===== config.mk =====
export PLATFORM = sky130hd
export DESIGN_NAME = tri_raster_capture
export DESIGN_NICKNAME = d
export VERILOG_FILES = /design/src/rtl/tri_pkg.sv /design/src/rtl/tri_bbox_tracker.sv /design/src/rtl/tri_raster_capture.sv
export SDC_FILE = /design/constraint.sdc
export NUM_CORES = 1
export LEC_CHECK = 0
export ABC_CLOCK_PERIOD_IN_PS = 3100
export CORE_ASPECT_RATIO = 0.75
export CORE_MARGIN = 2
export CORE_UTILIZATION = 55
export DETAILED_ROUTE_END_ITERATION = 16
export DONT_BUFFER_PORTS = 1
export PLACE_DENSITY = 0.68
export SYNTH_ARGS = -nofsm -noshare
export SYNTH_HDL_FRONTEND = slang
export SYNTH_SLANG_ARGS = --single-unit

===== constraint.sdc =====
create_clock -name clk -period 3.1 [get_ports clk]
set_input_delay 0.62 -clock clk [delete_from_list [all_inputs] [get_ports clk]]
set_output_delay 0.62 -clock clk [all_outputs]
set_load 0.01 [all_outputs]

===== src/rtl/tri_pkg.sv =====
// Shared constants and types for the triangle raster capture stage.
package tri_pkg;
    localparam int COORD_W = 3;
    localparam int GRID    = 8;
    localparam int CNT_W   = 7;

    // An empty box is inverted (min=7, max=0) so the first point overwrites both ends.
    localparam logic [COORD_W-1:0] BBOX_MIN_RST = 3'd7;
    localparam logic [COORD_W-1:0] BBOX_MAX_RST = 3'd0;

    typedef enum logic [1:0] {IDLE, ACCUM, SCAN, DONE} cap_state_t;
endpackage


===== src/rtl/tri_bbox_tracker.sv =====
// Bounding box of the points captured in the current frame.
module tri_bbox_tracker
    import tri_pkg::*;
(
    input  logic               clk,
    input  logic               reset,
    input  logic               clear,
    input  logic               upd,
    input  logic [COORD_W-1:0] x,
    input  logic [COORD_W-1:0] y,
    output logic [COORD_W-1:0] xmin,
    output logic [COORD_W-1:0] xmax,
    output logic [COORD_W-1:0] ymin,
    output logic [COORD_W-1:0] ymax
);
    logic [COORD_W-1:0] xmin_base, xmax_base, ymin_base, ymax_base;
    logic [COORD_W-1:0] xmin_nxt, xmax_nxt, ymin_nxt, ymax_nxt;

    // A clear and an update in the same cycle update from the cleared box.
    always_comb begin
        xmin_base = clear ? BBOX_MIN_RST : xmin;
        xmax_base = clear ? BBOX_MAX_RST : xmax;
        ymin_base = clear ? BBOX_MIN_RST : ymin;
        ymax_base = clear ? BBOX_MAX_RST : ymax;
        xmin_nxt  = (upd && x < xmin_base) ? x : xmin_base;
        xmax_nxt  = (upd && x > xmax_base) ? x : xmax_base;
        ymin_nxt  = (upd && y < ymin_base) ? y : ymin_base;
        ymax_nxt  = (upd && y > ymax_base) ? y : ymax_base;
    end

    always_ff @(posedge clk) begin
        if (reset) begin
            xmin <= BBOX_MIN_RST;
            xmax <= BBOX_MAX_RST;
            ymin <= BBOX_MIN_RST;
            ymax <= BBOX_MAX_RST;
        end else begin
            xmin <= xmin_nxt;
            xmax <= xmax_nxt;
            ymin <= ymin_nxt;
            ymax <= ymax_nxt;
        end
    end
endmodule


===== src/rtl/tri_raster_capture.sv =====
// Captures the rasterizer point stream into an 8x8 bitmap and scans it out row by row.
module tri_raster_capture
    import tri_pkg::*;
(
    input  logic               clk,
    input  logic               reset,
    input  logic               busy_in,
    input  logic               po_in,
    input  logic [COORD_W-1:0] xo_in,
    input  logic [COORD_W-1:0] yo_in,
    output logic               ready,
    output logic               row_valid,
    input  logic               row_ready,
    output logic [COORD_W-1:0] row_idx,
    output logic [GRID-1:0]    row_data,
    output logic [CNT_W-1:0]   pix_cnt,
    output logic [COORD_W-1:0] xmin,
    output logic [COORD_W-1:0] xmax,
    output logic [COORD_W-1:0] ymin,
    output logic [COORD_W-1:0] ymax,
    output logic               done,
    output logic               err
);
    cap_state_t state, state_nxt;

    logic                      busy_q;
    logic                      rise, fall;
    logic                      clear, capture, err_set;
    logic [GRID-1:0][GRID-1:0] bitmap;   // bitmap[y][x]

    assign rise = busy_in & ~busy_q;
    assign fall = ~busy_in & busy_q;

    always_ff @(posedge clk) begin
        if (reset) state <= IDLE;
        else       state <= state_nxt;
    end

    always_comb begin
        state_nxt = state;
        ready     = 1'b0;
        row_valid = 1'b0;
        done      = 1'b0;
        clear     = 1'b0;
        capture   = 1'b0;
        err_set   = 1'b0;
        unique case (state)
            IDLE: begin
                ready = 1'b1;
                if (rise) begin
                    clear     = 1'b1;
                    capture   = po_in;
                    state_nxt = ACCUM;
                end else begin
                    err_set   = po_in;
                end
            end
            ACCUM: begin
                capture = po_in;
                if (fall) state_nxt = SCAN;
            end
            SCAN: begin
                row_valid = 1'b1;
                err_set   = po_in | rise;
                if (row_ready && row_idx == COORD_W'(GRID - 1)) state_nxt = DONE;
            end
            DONE: begin
                done      = 1'b1;
                err_set   = po_in | rise;
                state_nxt = IDLE;
            end
            default: state_nxt = IDLE;
        endcase
    end

    always_ff @(posedge clk) begin
        if (reset) begin
            busy_q  <= 1'b0;
            bitmap  <= '0;
            pix_cnt <= '0;
            err     <= 1'b0;
            row_idx <= '0;
        end else begin
            busy_q <= busy_in;
            if (err_set) err <= 1'b1;
            // The per-bit set follows the clear so a rise-cycle point survives it.
            if (clear) bitmap <= '0;
            if (capture) bitmap[yo_in][xo_in] <= 1'b1;
            if (clear)
                pix_cnt <= capture ? CNT_W'(1) : '0;
            else if (capture && !bitmap[yo_in][xo_in])
                pix_cnt <= pix_cnt + CNT_W'(1);
            if (state == SCAN && row_ready) row_idx <= row_idx + COORD_W'(1);
            else if (state == DONE)         row_idx <= '0;
        end
    end

    assign row_data = row_valid ? bitmap[row_idx] : '0;

    tri_bbox_tracker u_bbox (
        .clk   (clk),
        .reset (reset),
        .clear (clear),
        .upd   (capture),
        .x     (xo_in),
        .y     (yo_in),
        .xmin  (xmin),
        .xmax  (xmax),
        .ymin  (ymin),
        .ymax  (ymax)
    );
endmodule


# ---- Word level (Yosys, flattened, before mapping)
# Cells that the tools add are included.
# Widths: inputs -> output; s select.
dict set report op_classes {
  add_sub_neg 2
  bitwise 6
  n_mux 40
  magnitude_cmp 9
  reduce_logical 15
  eq_ne 7
}
# operator n
set op_table {}
lappend op_table {{$mux 64} 3}
lappend op_table {{$or 64x64->64} 1}
lappend op_table {{$bmux 8 s3} 2}
lappend op_table {{$mux 8} 4}
lappend op_table {{$mux 3} 10}
lappend op_table {{$demux 8 s3} 1}
lappend op_table {{$mux 7} 2}
lappend op_table {{$lt 3x4->1 const B} 3}
lappend op_table {{$mux 1} 10}
lappend op_table {{$logic_and 1x1->1} 9}
lappend op_table {{$pmux 2 s4} 1}
lappend op_table {{$add 7x1->7 const B} 1}
lappend op_table {{$ge 3x1->1 const B} 2}
lappend op_table {{$gt 3x3->1} 2}
lappend op_table {{$lt 3x3->1} 2}
lappend op_table {{$mux 2} 3}
lappend op_table {{$ne 2x2->1 const B} 3}
lappend op_table {{$eq 2x2->1 const B} 2}
lappend op_table {{$pmux 1 s2} 2}
lappend op_table {{$reduce_bool 2->1} 2}
lappend op_table {{$add 3x1->3 const B} 1}
lappend op_table {{$bmux 1 s3} 1}
lappend op_table {{$demux 1 s3} 1}
lappend op_table {{$eq 3x3->1 const B} 1}
lappend op_table {{other kinds (8)} 10}
dict set report word_totals {
  out_inout_bits 34
  ff_bits 90
  in_bits 11
  wordCells 96
}

# ---- Logic depth before layout (Yosys ltp)
# Gate-level depths: netlist of the first run.
dict set report logic_depth {
  depth_word 8
  ltp_mapped 13
  ltp_nobuf 11
}

# ---- Cells and area by module
# From an unflattened synthesis of the first run, not the netlist that was laid out.
dict set report unflattened {
  cells_unflattened 474
  hier_area_um2 4838.4
}
# module area_per_inst_um2 seq_area_each_um2 cells_per_inst instances
set by_module_without_submodules {}
lappend by_module_without_submodules {tri_raster_capture 3976.3 1561.5 380 1}
lappend by_module_without_submodules {tri_bbox_tracker 862.1 240.2 94 1}

# ---- Least setup slack after synthesis of the first run
# OpenSTA, ideal clock, no wires.
dict set report synth_timing {
  path_kind {reg2reg}
  start {register state[0]}
  end {register u_bbox.xmin[1]}
  setup_ps 123
  arrival_time_ps 2511
  setup_slack_ps 466
  path_buffers 2
  required_ps 2977
  path_stages_with_launch 12
  synth_period_minus_slack_ps 2634
  path_cell_list {dfxtp_1 > inv_1 > ha_1 > and3b_1 > clkbuf_1 > clkbuf_1 > nor2_1 > ha_1 > a21o_1 > a211o_1 > mux2i_1 > or2_2}
}
dict set report synth_between {
  elab_chain_len 6
  word_cells_on_any_way 8
  classes_between {order compare: 1; eq/ne: 1; mux: 4; reduce/logical: 2}
}
# item line
set synth_lines {}
lappend synth_lines {{start, declared} tri_raster_capture.sv:24} ;# cap_state_t state, state_nxt;
lappend synth_lines {{start signal, assigned} tri_raster_capture.sv:36} ;# else state <= state_nxt;
lappend synth_lines {{$logic_not 2->1} tri_raster_capture.sv:47} ;# unique case (state)
lappend synth_lines {{$mux 1} tri_raster_capture.sv:47}
lappend synth_lines {{$mux 3} tri_bbox_tracker.sv:21} ;# xmin_base = clear ? BBOX_MIN_RST : xmin;
lappend synth_lines {{$lt 3x3->1} tri_bbox_tracker.sv:25} ;# xmin_nxt = (upd && x < xmin_base) ? x : xmin_base;
lappend synth_lines {{$logic_and 1x1->1} tri_bbox_tracker.sv:25}
lappend synth_lines {{$mux 3 *} tri_bbox_tracker.sv:25}
lappend synth_lines {{end signal, assigned} tri_bbox_tracker.sv:38} ;# xmin <= xmin_nxt;
lappend synth_lines {{end, declared} tri_bbox_tracker.sv:11} ;# output logic [COORD_W-1:0] xmin,
# Every way passes the cells marked *; elsewhere a longest branch is shown, timed or not.
# A chain may end at the register's enable or synchronous reset.

# ---- Final worst setup path of the first run
dict set report layout_timing {
  start {register state[0]}
  end {register pix_cnt[3]}
}
dict set report layout_between {
  elab_chain_len 4
  word_cells_on_any_way 7
  classes_between {eq/ne: 1; mux: 3; reduce/logical: 3}
}
# item line
set layout_lines {}
lappend layout_lines {{$eq 2x1->1 or $logic_not 2->1 (tied branches)} tri_raster_capture.sv:47}
lappend layout_lines {{$pmux 1 s2} tri_raster_capture.sv:47}
lappend layout_lines {{$logic_and 1x1->1} tri_raster_capture.sv:91} ;# else if (capture && !bitmap[yo_in][xo_in])
lappend layout_lines {{$reduce_bool 2->1 (no source line)} n/a}
lappend layout_lines {{end signal, assigned} tri_raster_capture.sv:90} ;# pix_cnt <= capture ? CNT_W'(1) : '0;
lappend layout_lines {{end signal, assigned} tri_raster_capture.sv:92} ;# pix_cnt <= pix_cnt + CNT_W'(1);
lappend layout_lines {{end, declared} tri_raster_capture.sv:16} ;# output logic [CNT_W-1:0] pix_cnt,
# Several ways; a longest one is shown, not always the timed one.

==> summary.md, run 1 <==
Flip-flop and latch count after synthesis: 90. After legalization and detailed placement, the total HPWL measured 8318 um. For the final routed database, the setup TNS stands at 0 ns. The run gives 0 as the initial antenna violation count. The most frequent cell after synthesis was dfxtp_1. The number of maximum-capacitance violations is 0, and the remaining max-slew budget at the tightest pin is 0.3489. The number of nets still failing antenna checks after routing is 0, and the die boundary height is 84.22 um. For this design the ratio of total power to cell area is 599.2 nW/um^2. For this run, the leading register cell type out of synthesis is dfxtp_1.

Floorplan core area: 8382 um^2. The logs give 0 for the post-route DRC violation count and 2 for the maximum root-to-sink buffer count. Post-CTS repair changed the size of 0 cells. The overall die area came out at 9345 um^2. The classification of the worst-slack hold path was primary input to flop.

The logs give 501 for the post-synth net total and 0.34 ns for the insertion delay of the later-clocked pin in the worst-skew pair. The switching share of power was 0.2814; the routed wirelength normalized by instance count was 21.40 um. Clock-pin slew was measured on the worst setup and hold paths at 0.06 ns. At the end of the flow, the number of nets in the layout was 490. The clock arrives with 0.003848 ns of skew. In this run the number of H-tree levels came out at 3. The number of instances on the worst hold path is 1, and the leakage component of the power is 1.899 nW. The area share of the largest cell type after synthesis works out to 0.3818.

The number of global-route vias before repair came out at 3,526. After global routing the overflow that remains totals 0. In this run the mean area of a mapped cell was 9.999 um^2.

The global-route usage over all layers came out at 0.2673. The area growth from synthesis to final layout is 8.828%. The worst setup path is launched from a flop.

The run gives 72 as the pin count of the biggest net entering global routing. For this design the total switching power over the nets is 0.0008660 W. The count of placed standard cells including taps was 558; the effective utilization at floorplan was 0.5631. The worst setup path is captured at a flop. The internal power of the cells totals 0.002212 W. The ratio of cells with drive above 1 in the final layout is 0.1416. Counting the fill cells in the layout gives 716.

Pin placement for this block handled 45 I/O pins. The logs give 0 for the count of synthesis-stage warnings from yosys and 3,776 for the routed via count. The number of hold violations in the final report was 0. In this run, post-CTS hold repair placed 0 buffers. STA puts the critical path data required time at 3.34 ns.

For the worst flop-to-flop path, the logic depth is 8. The run finished with clean final reports. The run gives 0 as the number of endpoints failing setup at the final stage.

Part of the power in combinational logic: 0.194. The via density per instance works out to 6.578. Once the clock tree was built, the setup fixing pass inserted 0 buffers. The part of the total power dissipated in the clock network came out at 0.395. End point of the most critical hold path: row_idx[1].

The tools report the start of the worst register-to-register path as state[0]. The sequential element share of the synthesized area was 0.3818; the weighted congestion at the end of routability-driven global placement was 0.8438. For flop-to-flop paths, the worst setup slack is 0.28 ns. Critical path start-end classification: flop to flop.

The cell chosen for the clock root is clkbuf_16. Subtracting the final worst setup slack from the clock period gives 2.817 ns. For the timing-limited maximum frequency, the log shows 0.3550 GHz. The number of clock buffers added by TritonCTS is 9. Setup repair after global routing left no endpoint under its margin. Maximum ir drop on the vdd rail: 0.4110 mV. The final period utilization came out at 0.9087. The logs give 29 for the number of cell rows and 12,280 um for the total length of routed wires.

Proportion of register bits with asynchronous set or reset after synthesis: 0. For this block, the initial DRC count from the detailed router was 346. Yosys attributes the largest share of cell area to dfxtp_1 (38%), mux4_2 (9.5%), a22o_1 (7.6%), mux2i_1 (7.0%), ha_1 (4.8%). Synthesis produced 472 cells. The run gives 0 as the number of antenna diodes.

Summing every instance area after synthesis gives 4720 um^2. The highest net fanout along the worst path is 11. Proportion of power drawn by flip-flops and latches: 0.410. TritonCTS built the clock tree.

The actual slew at the worst max-slew pin is 0.9730 ns. In the synthesized netlist, the cells that appear most often are dfxtp_1 (90), nand2_1 (48), a22o_1 (41), mux2i_1 (33), nor2_1 (24). The count of cells in the finished layout, fillers not included, comes to 574. Measured along the x axis, the die boundary spans 111.0 um. STA puts the critical path data arrival time at 3.05 ns. For this design, the sink count on the clock tree is 90. In this run the most critical hold path is launched from reset. The number of buffers inserted by port buffering works out to 0. The number of flops mapped to enable cells by yosys came out at 0.

The first global-routing pass estimated 19,510 um of wire. Counting distinct cell types in the post-synthesis netlist gives 53. For the final max-slew violation count, the log shows 0. dfxtp_1 takes more of the synthesized area than any other cell.

For this run, the detailed router's first-pass iteration total came to 5. The reg-to-reg critical path endpoint is pix_cnt[3].
layout by cell type, fill, tap and decap left out, drive strengths merged, types with 5 or more instances in the layout:
| cell type | synthesis | routed |
|---|---|---|
| nand3 | 10 | 10 |
| a22o | 41 | 41 |
| mux4 | 23 | 23 |
| buf | 16 | 13 |
| mux2i | 33 | 33 |
| clkbuf | 18 | 12 |
| a211oi | 5 | 5 |
| a21oi | 12 | 12 |
| nor2b | 13 | 13 |
| o21ai | 21 | 21 |
| nand2b | 5 | 5 |
| a32o | 8 | 8 |
| or2 | 8 | 8 |
| nor4 | 5 | 5 |
| or3 | 5 | 5 |
| dfxtp | 90 | 90 |
| nor2 | 24 | 24 |
| nand2 | 48 | 48 |
| inv | 13 | 13 |
| nor3 | 10 | 10 |
| ha | 18 | 18 |
per-layer routing:
| layer | GRT usage | routed length [um] | share of wire | up-vias |
|---|---|---|---|---|
| li1 | - | - | - | 1748 |
| met1 | 0.3821 | 5573 | 0.45 | 1855 |
| met2 | 0.4149 | 5612 | 0.46 | 153 |
| met3 | 0.05343 | 908 | 0.074 | 20 |
| met4 | 0.07841 | 188 | 0.015 | 0 |
| met5 | 0 | 0 | 0 | - |
flip-flops by register name, indices dropped and copies added (netlist names):
| register | flops |
|---|---|
| bitmap | 64 |
| busy_q | 1 |
| err | 1 |
| pix_cnt | 7 |
| row_idx | 3 |
| state | 2 |
| u_bbox.xmax | 3 |
| u_bbox.xmin | 3 |
| u_bbox.ymax | 3 |
| u_bbox.ymin | 3 |
worst max-delay path, stage by stage (launching register included):
cell and delay [ns]:
dfxtp_1 0.34, inv_1 0.11, ha_1 0.18, and3b_1 0.40, o21ai_1 0.25, a31oi_1 0.25, nand4_2 0.30, or4_1 0.59
a21boi_0 0.28
stage by stage:
step | worst slack [ns] | utilization | hold slack, ns | area (um^2) | power [W]
after floorplan | 0.4662 | - | 0.4335 | 4720 | 0.001743
after global placement | 0.4966 | 0.5723 | 0.4479 | 4797 | 0.001865
after detailed placement | 0.3808 | 0.5723 | 0.4703 | 4797 | 0.001882
after CTS | 0.3327 | 0.6128 | 0.3321 | 5136 | 0.003092
after global routing | 0.07019 | 0.6128 | 0.3287 | 5136 | 0.003204
final | 0.2830 | 0.6128 | 0.3406 | 5136 | 0.003078
area by class of cell:
type	count	area, um^2	share of cell area
tap	108	135.1	0.02631
clock inverter	4	72.57	0.01413
clock buffer	12	266.5	0.05189
inverter	13	48.80	0.009501
sequential	90	1802	0.3508
timing repair buffer	13	110.1	0.02144
multi-input combinational	334	2701	0.5259
power by group through the flow:
stage                     logic (W)  registers (W)  clock network (W)
final                      0.000598        0.00126            0.00122
after CTS                  0.000599        0.00126            0.00123
after detailed placement   0.000593        0.00129                  0
after global routing       0.000662        0.00127            0.00127
after floorplan            0.000465        0.00128                  0
after global placement     0.000578        0.00129                  0
how the worst max path moves through the flow:
stage | end | slack [ns] | startpoint
floorplan | u_bbox.xmin[1] | 0.47 | state[0]
global placement | pix_cnt[3] | 0.50 | yo_in[0]
detailed placement | pix_cnt[3] | 0.38 | yo_in[0]
CTS | pix_cnt[3] | 0.33 | state[0]
global route | pix_cnt[3] | 0.07 | state[1]
finish | pix_cnt[3] | 0.28 | state[0]
cell families after synthesis:
kind of cell | share of synthesized area
buffers and inverters | 0.04745
adder cells (fa/ha/maj) | 0.04772
multiplexers | 0.1917
AND/OR/NAND/NOR | 0.1493
flip-flops | 0.3818
AO/OA/AOI/OAI | 0.1821
No activity file was read; power rests on OpenSTA's default activity.
==> run 2: changes to the inputs <==
Settings changed: ABC_CLOCK_PERIOD_IN_PS 3100 to 2400, PLACE_DENSITY 0.68 to 0.71.
Clock period 3.1 ns to 2.4 ns, I/O delays scaled along.
==> summary.md, run 2 (synthesis results as in run 1) <==
The number of instances on the worst hold path is 1 (unchanged), and the data arrival time at the worst-slack endpoint is 2.54 ns (-0.51 ns). The number of nets in the layout is 506 (+3.3%). The final period utilization is 0.9668 (+0.05812), and the global-route usage over all layers is 0.2643 (-0.002997). The logs give 2.62 ns (-0.72 ns) for the data required time of the worst path and 9 (unchanged) for the total CTS buffers. The power consumption is 0.003945 W (+28%), and the half-perimeter wire length after placement is 8241 um (-0.93%).

The tools report the smallest hold slack as 0.1989 ns (-0.1417 ns). The clock-pin slew reported for the worst setup and hold paths after clock tree synthesis works out to 0.06 ns (about the same). The maximum ir drop on the vdd rail is 0.5857 mV (+43%). In the final layout, the registers with the most flip-flops are bitmap: 64 flops, pix_cnt: 7 flops.

Number of endpoints failing setup at the final stage: 0 (unchanged). The routed wirelength normalized by instance count works out to 20.84 um (-2.6%). The run gives 0 (unchanged) as the post-route DRC violation count.

The end point of the most critical hold path is u_bbox.ymax[1]. The tree is rooted in a clkbuf_16. The tools report the weighted congestion at the end of routability-driven global placement as 0.8675 (+2.8%).

The highest net fanout along the worst path is 9 (-2), and the number of cell rows is 29 (unchanged). The die boundary width was 111.0 um (unchanged); the leakage component of the power was 1.973 nW (+3.9%). The area growth from synthesis to final layout came out at 12.38%. The worst setup path startpoint is state[0]. The endpoint identified for the worst register-to-register timing path is u_bbox.ymin[1]. For the worst clock skew, the log shows 0.007234 ns (+0.003386 ns). The flip-flop count of the largest register, all copies and words added is 64 (unchanged). The final critical delay including setup and external delays is 2.320 ns (-0.4966 ns).

The total length of routed wires came out at 12,290 um (about the same). Number of maximum-capacitance violations: 0 (unchanged). The worst setup path is captured at a flop.

The run gives 9345 um^2 (unchanged) as the overall die area. The via density per instance came out at 6.505 (-1.1%). The logs give 0 (unchanged) for the number of antenna diodes and 90 (unchanged) for the total number of clock tree sinks.

The actual slew at the worst max-slew pin came out at 0.7951 ns (-0.1780 ns). The tools report the number of levels in the clock H-tree as 3 (unchanged). The worst hold path belongs to the class primary input to flop.

The number of nets still failing antenna checks after routing is 0 (unchanged). The flow ran to the end, and the final reports show no timing, DRC or antenna violations. The tools report the register-to-register path setup slack as 0.08 ns (-0.20 ns). The tools report the overflow left after global routing as 0 (unchanged). Number of hold-repair buffers added at the cts stage: 0 (unchanged). The maximum root-to-sink buffer count came out at 2 (unchanged). The number of buffers inserted by port buffering was 0 (unchanged); the routed via count was 3,838 (+1.6%). The logs give 0.35 ns (about the same) for the insertion delay of the later-clocked pin in the worst-skew pair and 0 (unchanged) for the number of hold violations in the final report. The cell with the largest stage delay on the worst path is dfxtp_2. The areal power density over the cells is 743.8 nW/um^2 (+24%). The ratio of cells with drive above 1 in the final layout is 0.1950 (+0.05339). Walking the worst path, the cells encountered are inv_2 > ha_4 > and3b_2 > buf_6 > nor2_2 > ha_1 > a21o_1 > a211o_1 > mux2i_1 > or2_2.

In this run the most critical hold path is launched from reset. The run gives 0 (unchanged) as the final max-slew violation count. The tools report the remaining max-slew budget at the tightest pin as 0.4700 (+0.1211).

The worst reg2reg path depth works out to 10 (+2). The timing-limited maximum frequency was 0.4310 GHz (+21%); the delay contributed by the slowest stage of the critical path was 0.34 ns (-0.25 ns). The boundary pin count is 45 (unchanged), and the die boundary height is 84.22 um (unchanged). The library cell used most frequently in the layout, excluding fill and tap cells, is dfxtp_1.

The tools report the first-pass GRT wire length as 19,380 um (-0.67%). The effective utilization at floorplan was 0.5631 (unchanged). The run gives 64 (-11%) as the pin count of the biggest net entering global routing. The logs give 3,641 (+3.3%) for the number of global-route vias before repair and 8382 um^2 (unchanged) for the floorplan core area. By startpoint and endpoint, the worst setup path is classified as flop to flop.

The library cells used most frequently in the layout, excluding fill and tap cells, are dfxtp_1 (89), nand2_1 (47), a22o_1 (41). TritonCTS built the clock tree. The initial DRC count was 318 (-8.1%). STA classifies the critical path startpoint as a flop. The run gives 0 (unchanged) as the initial antenna violation count. Detailed-router iteration count before antenna repair: 5 (unchanged). Counting flops per register, the top entry is bitmap. The tools report the start of the worst register-to-register path as state[0].
[run 2: cell count changes in the layout (fill, tap and decap cells not counted), moves of 2 or more]
cell,previous run,this run
inv_1,13,11
clkbuf_8,3,1
nor2b_1,13,11
inv_2,0,2
clkinv_2,1,3
nor2_1,23,21
buf_4,12,25
nor2b_2,0,2
[run 2: what timing repair did]
action	in CTS	in global routing
buffers inserted	0	1
endpoints found under the setup margin	0	14
gates resized for setup	0	15
[run 2: routing by layer]
metal  vias to the layer above  wire length [um]  track usage
met5                         -                 0            0
met3                        16               882      0.06715
li1                       1777                 -            -
met4                         0               138      0.07614
met1                      1900              5708       0.3658
met2                       145              5564       0.4144
[run 2: layout make-up]
| type | count | area, um^2 |
|---|---|---|
| Fill cell | 675 | 3078 |
| Multi-Input combinational cell | 335 | 2781 |
| Sequential cell | 90 | 1803 |
| Clock buffer | 11 | 242.7 |
| Timing Repair Buffer | 28 | 239.0 |
| Tap cell | 108 | 135.1 |
| Clock inverter | 5 | 53.80 |
| Inverter | 13 | 48.80 |
[run 2: worst max path at each step]
stage / slack (ns) / end / depth (start not counted)
6_report: 0.08 / u_bbox.ymin[1] / 10
5_1_grt: -0.02 / u_bbox.ymin[1] / 10
4_1_cts: 0.02 / u_bbox.xmax[0] / 12
3_5_place_dp: -0.14 / pix_cnt[0] / 7
3_3_place_gp: -0.08 / pix_cnt[0] / 7
2_1_floorplan: 0.02 / u_bbox.xmin[1] / 11
[run 2: stage by stage]
stage	instances	cell area (um^2)	worst slack, ns	utilization	TNS, ns
2_1_floorplan	472	4738	0.01771	-	0
3_3_place_gp	572	4927	-0.07967	0.5878	-0.1576
3_5_place_dp	572	4927	-0.1381	0.5878	-0.4769
4_1_cts	588	5224	0.02285	0.6232	0
5_1_grt	590	5304	-0.02277	0.6328	-0.02277
6_report	590	5304	0.07963	0.6328	0
[run 2: power breakdown]
| group | internal, W | total (W) | switching, W |
|---|---|---|---|
| registers | 0.00156 | 0.00163 | 0.0000714 |
| clock network | 0.000832 | 0.00141 | 0.000579 |
| logic | 0.000388 | 0.000903 | 0.000515 |
| total | 0.00278 | 0.00394 | 0.00117 |
[run 2: worst max-delay path: cells and delay by family (launching register included)]
family / cells / cell delay, ns
buffers and inverters: 2 / 0.20
multiplexers: 1 / 0.16
AO/OA/AOI/OAI: 2 / 0.47
adder cells (fa/ha/maj): 2 / 0.39
flip-flops: 1 / 0.34
AND/OR/NAND/NOR: 3 / 0.63
==> run 3: changes to the inputs <==
Settings changed: CORE_MARGIN 2 to 10.
==> summary.md, run 3 (synthesis results as in run 1) <==
The tools report the post-placement worst setup slack as -0.07295 ns (+0.06511 ns). The number of buffers inserted by port buffering works out to 0 (unchanged). Clock tree synthesis selected as its root buffer the cell clkbuf_16. The areal power density over the cells was 730.0 nW/um^2 (-1.8%). The routed wirelength normalized by instance count is 20.72 um (-0.56%), and the worst clock skew is 0.007404 ns (+0.0001698 ns). The maximum ir drop on the vdd rail was 0.5744 mV (-1.9%); the total length of routed wires was 12,290 um (about the same). The tools report the data required time of the worst path as 2.63 ns (about the same). The actual slew at the worst max-slew pin is 0.7656 ns (-0.02943 ns). Number of global-route vias before repair: 3,663 (+0.60%). The data arrival time at the worst-slack endpoint is 2.54 ns (about the same). The post-route DRC violation count is 0 (unchanged).

The area growth from synthesis to final layout came out at 12.20%. The number of hold violations in the final report was 0 (unchanged); the weighted congestion at the end of routability-driven global placement was 0.8656 (-0.22%). The run finished with clean final reports.

The final period utilization was 0.9619 (-0.004883). For the total CTS buffers, the log shows 9 (unchanged). Global-route usage over all layers: 0.1896 (-0.07465).

The tools report the routed via count as 3,853 (+0.39%). TritonCTS built the clock tree. The library cell used most frequently in the layout, excluding fill and tap cells, is dfxtp_1.

The insertion delay of the later-clocked pin in the worst-skew pair came out at 0.35 ns (about the same). The flip-flop count of the largest register, all copies and words added came out at 64 (unchanged). The initial antenna violation count is 0 (unchanged), and the number of nets still failing antenna checks after routing is 0 (unchanged). The clock-pin slew reported for the worst setup and hold paths after clock tree synthesis is 0.06 ns (about the same).

The type of destination of the critical path is a flop. The logs give 2 (unchanged) for the maximum root-to-sink buffer count and 0 (unchanged) for the number of antenna diodes. The number of nets in the layout came out at 509 (+0.59%). The pin count of the biggest net entering global routing was 45 (-30%). The die boundary height was 100.2 um (+19%); the via density per instance was 6.497 (-0.12%). The total number of clock tree sinks came out at 90 (unchanged). The highest net fanout along the worst path was 15 (+6); the boundary pin count was 45 (unchanged).

The die boundary width was 127.0 um (+14%); the half-perimeter wire length after placement was 8638 um (+4.8%). Counting flops per register, the top entry is bitmap. The logs give 0.003866 W (-2.0%) for the power consumption and 0.4332 GHz (+0.51%) for the timing-limited maximum frequency. STA classifies the critical path startpoint as a flop. The fill cell total of the finished layout is 683 (+1.2%). The detailed-router iteration count before antenna repair was 5 (unchanged); the number of maximum-capacitance violations was 0 (unchanged). The run gives 0 (unchanged) as the overflow left after global routing.

The logs give 29 (unchanged) for the number of cell rows and 0 (unchanged) for the number of endpoints failing setup at the final stage. The ratio of cells with drive above 1 in the final layout works out to 0.1979 (+0.002917). Overall die area: 12,720 um^2 (+36%).

In the layout the commonest cells are dfxtp_1 (88), nand2_1 (47), a22o_1 (41). The smallest hold slack is 0.2126 ns (+0.01373 ns). The leakage component of the power was 1.989 nW (+0.80%). The classification of the worst-slack hold path is primary input to flop. The tools report the fraction of the core area covered by cells at the end of the flow as 0.6290 (-0.003768).

The final critical delay including setup and external delays works out to 2.309 ns (-0.01172 ns). In the final layout, the registers with the most flip-flops are bitmap: 64 flops, pix_cnt: 7 flops. The critical path is of the flop to flop type. The tools report the floorplan core area as 8418 um^2 (+0.43%). The initial DRC count was 439 (+38%).

The first-pass GRT wire length is 19,510 um (+0.64%), and the final sum of negative setup slack is 0 ns (unchanged). Setup repair after global routing left no endpoint under its margin. For the number of levels in the clock H-tree, the log shows 3 (unchanged).

The final max-slew violation count is 0 (unchanged). The logs give 0.5606 (-0.002427) for the effective utilization at floorplan and 0.4896 (+0.01962) for the remaining max-slew budget at the tightest pin. The tools report the setup slack of the critical path after layout as 0.09135 ns (+0.01172 ns).
==> run 3: final timing paths <==
path                                 start        endpoint  slack, ns  cells past startpoint
worst max register to register    state[0]  u_bbox.ymin[2]       0.09                     10
worst min-delay path                 reset      pix_cnt[0]       0.21                      1
worst min register to register  bitmap[40]      bitmap[40]       0.47                      2
worst max-delay path              state[0]  u_bbox.ymin[2]       0.09                     10
==> run 3: metrics by stage <==
stage | cells | area (um^2)
after floorplan | 472 | 4738
after global placement | 575 | 4962
after detailed placement | 575 | 4962
after CTS | 591 | 5244
after global routing | 593 | 5295
final | 593 | 5295
==> run 3: report_power, final <==
group	internal (W)	total [W]	switching [W]
Combinational	0.000403	0.000908	0.000505
Clock	0.000752	0.00133	0.000574
Sequential	0.00156	0.00163	0.0000703
==> run 3: layout make-up <==
| class | count | area (um^2) | share of cell area |
|---|---|---|---|
| multi-input cells | 334 | 2748 | 0.5189 |
| inverters | 13 | 48.80 | 0.009215 |
| clock buffers | 11 | 252.7 | 0.04773 |
| clock inverters | 5 | 28.78 | 0.005435 |
| well taps | 108 | 135.1 | 0.02552 |
| repair buffers | 32 | 277.8 | 0.05246 |
| flip-flops and latches | 90 | 1804 | 0.3407 |
==> run 3: worst max-delay path, stage by stage, from the launching register on <==
cell and delay (ns):
dfxtp_2 0.33, inv_2 0.06, ha_4 0.16, and3b_1 0.20, buf_12 0.15, nor2_2 0.11, ha_1 0.25, a21o_1 0.15
a211o_1 0.36, mux2i_1 0.15, or2_2 0.27
==> run 3: what timing repair did <==
action                                  CTS  global route
setup buffers                             0             2
hold buffers                              0             0
endpoints found under the setup margin    0            30
gates resized for setup                   0            10
==> run 3: metal layers <==
layer / track usage / up-vias / wire, um
li1: - / 1790 / -
met1: 0.2523 / 1867 / 5536
met2: 0.2793 / 175 / 5317
met3: 0.07320 / 21 / 1277
met4: 0.05328 / 0 / 155
met5: 0 / - / 0
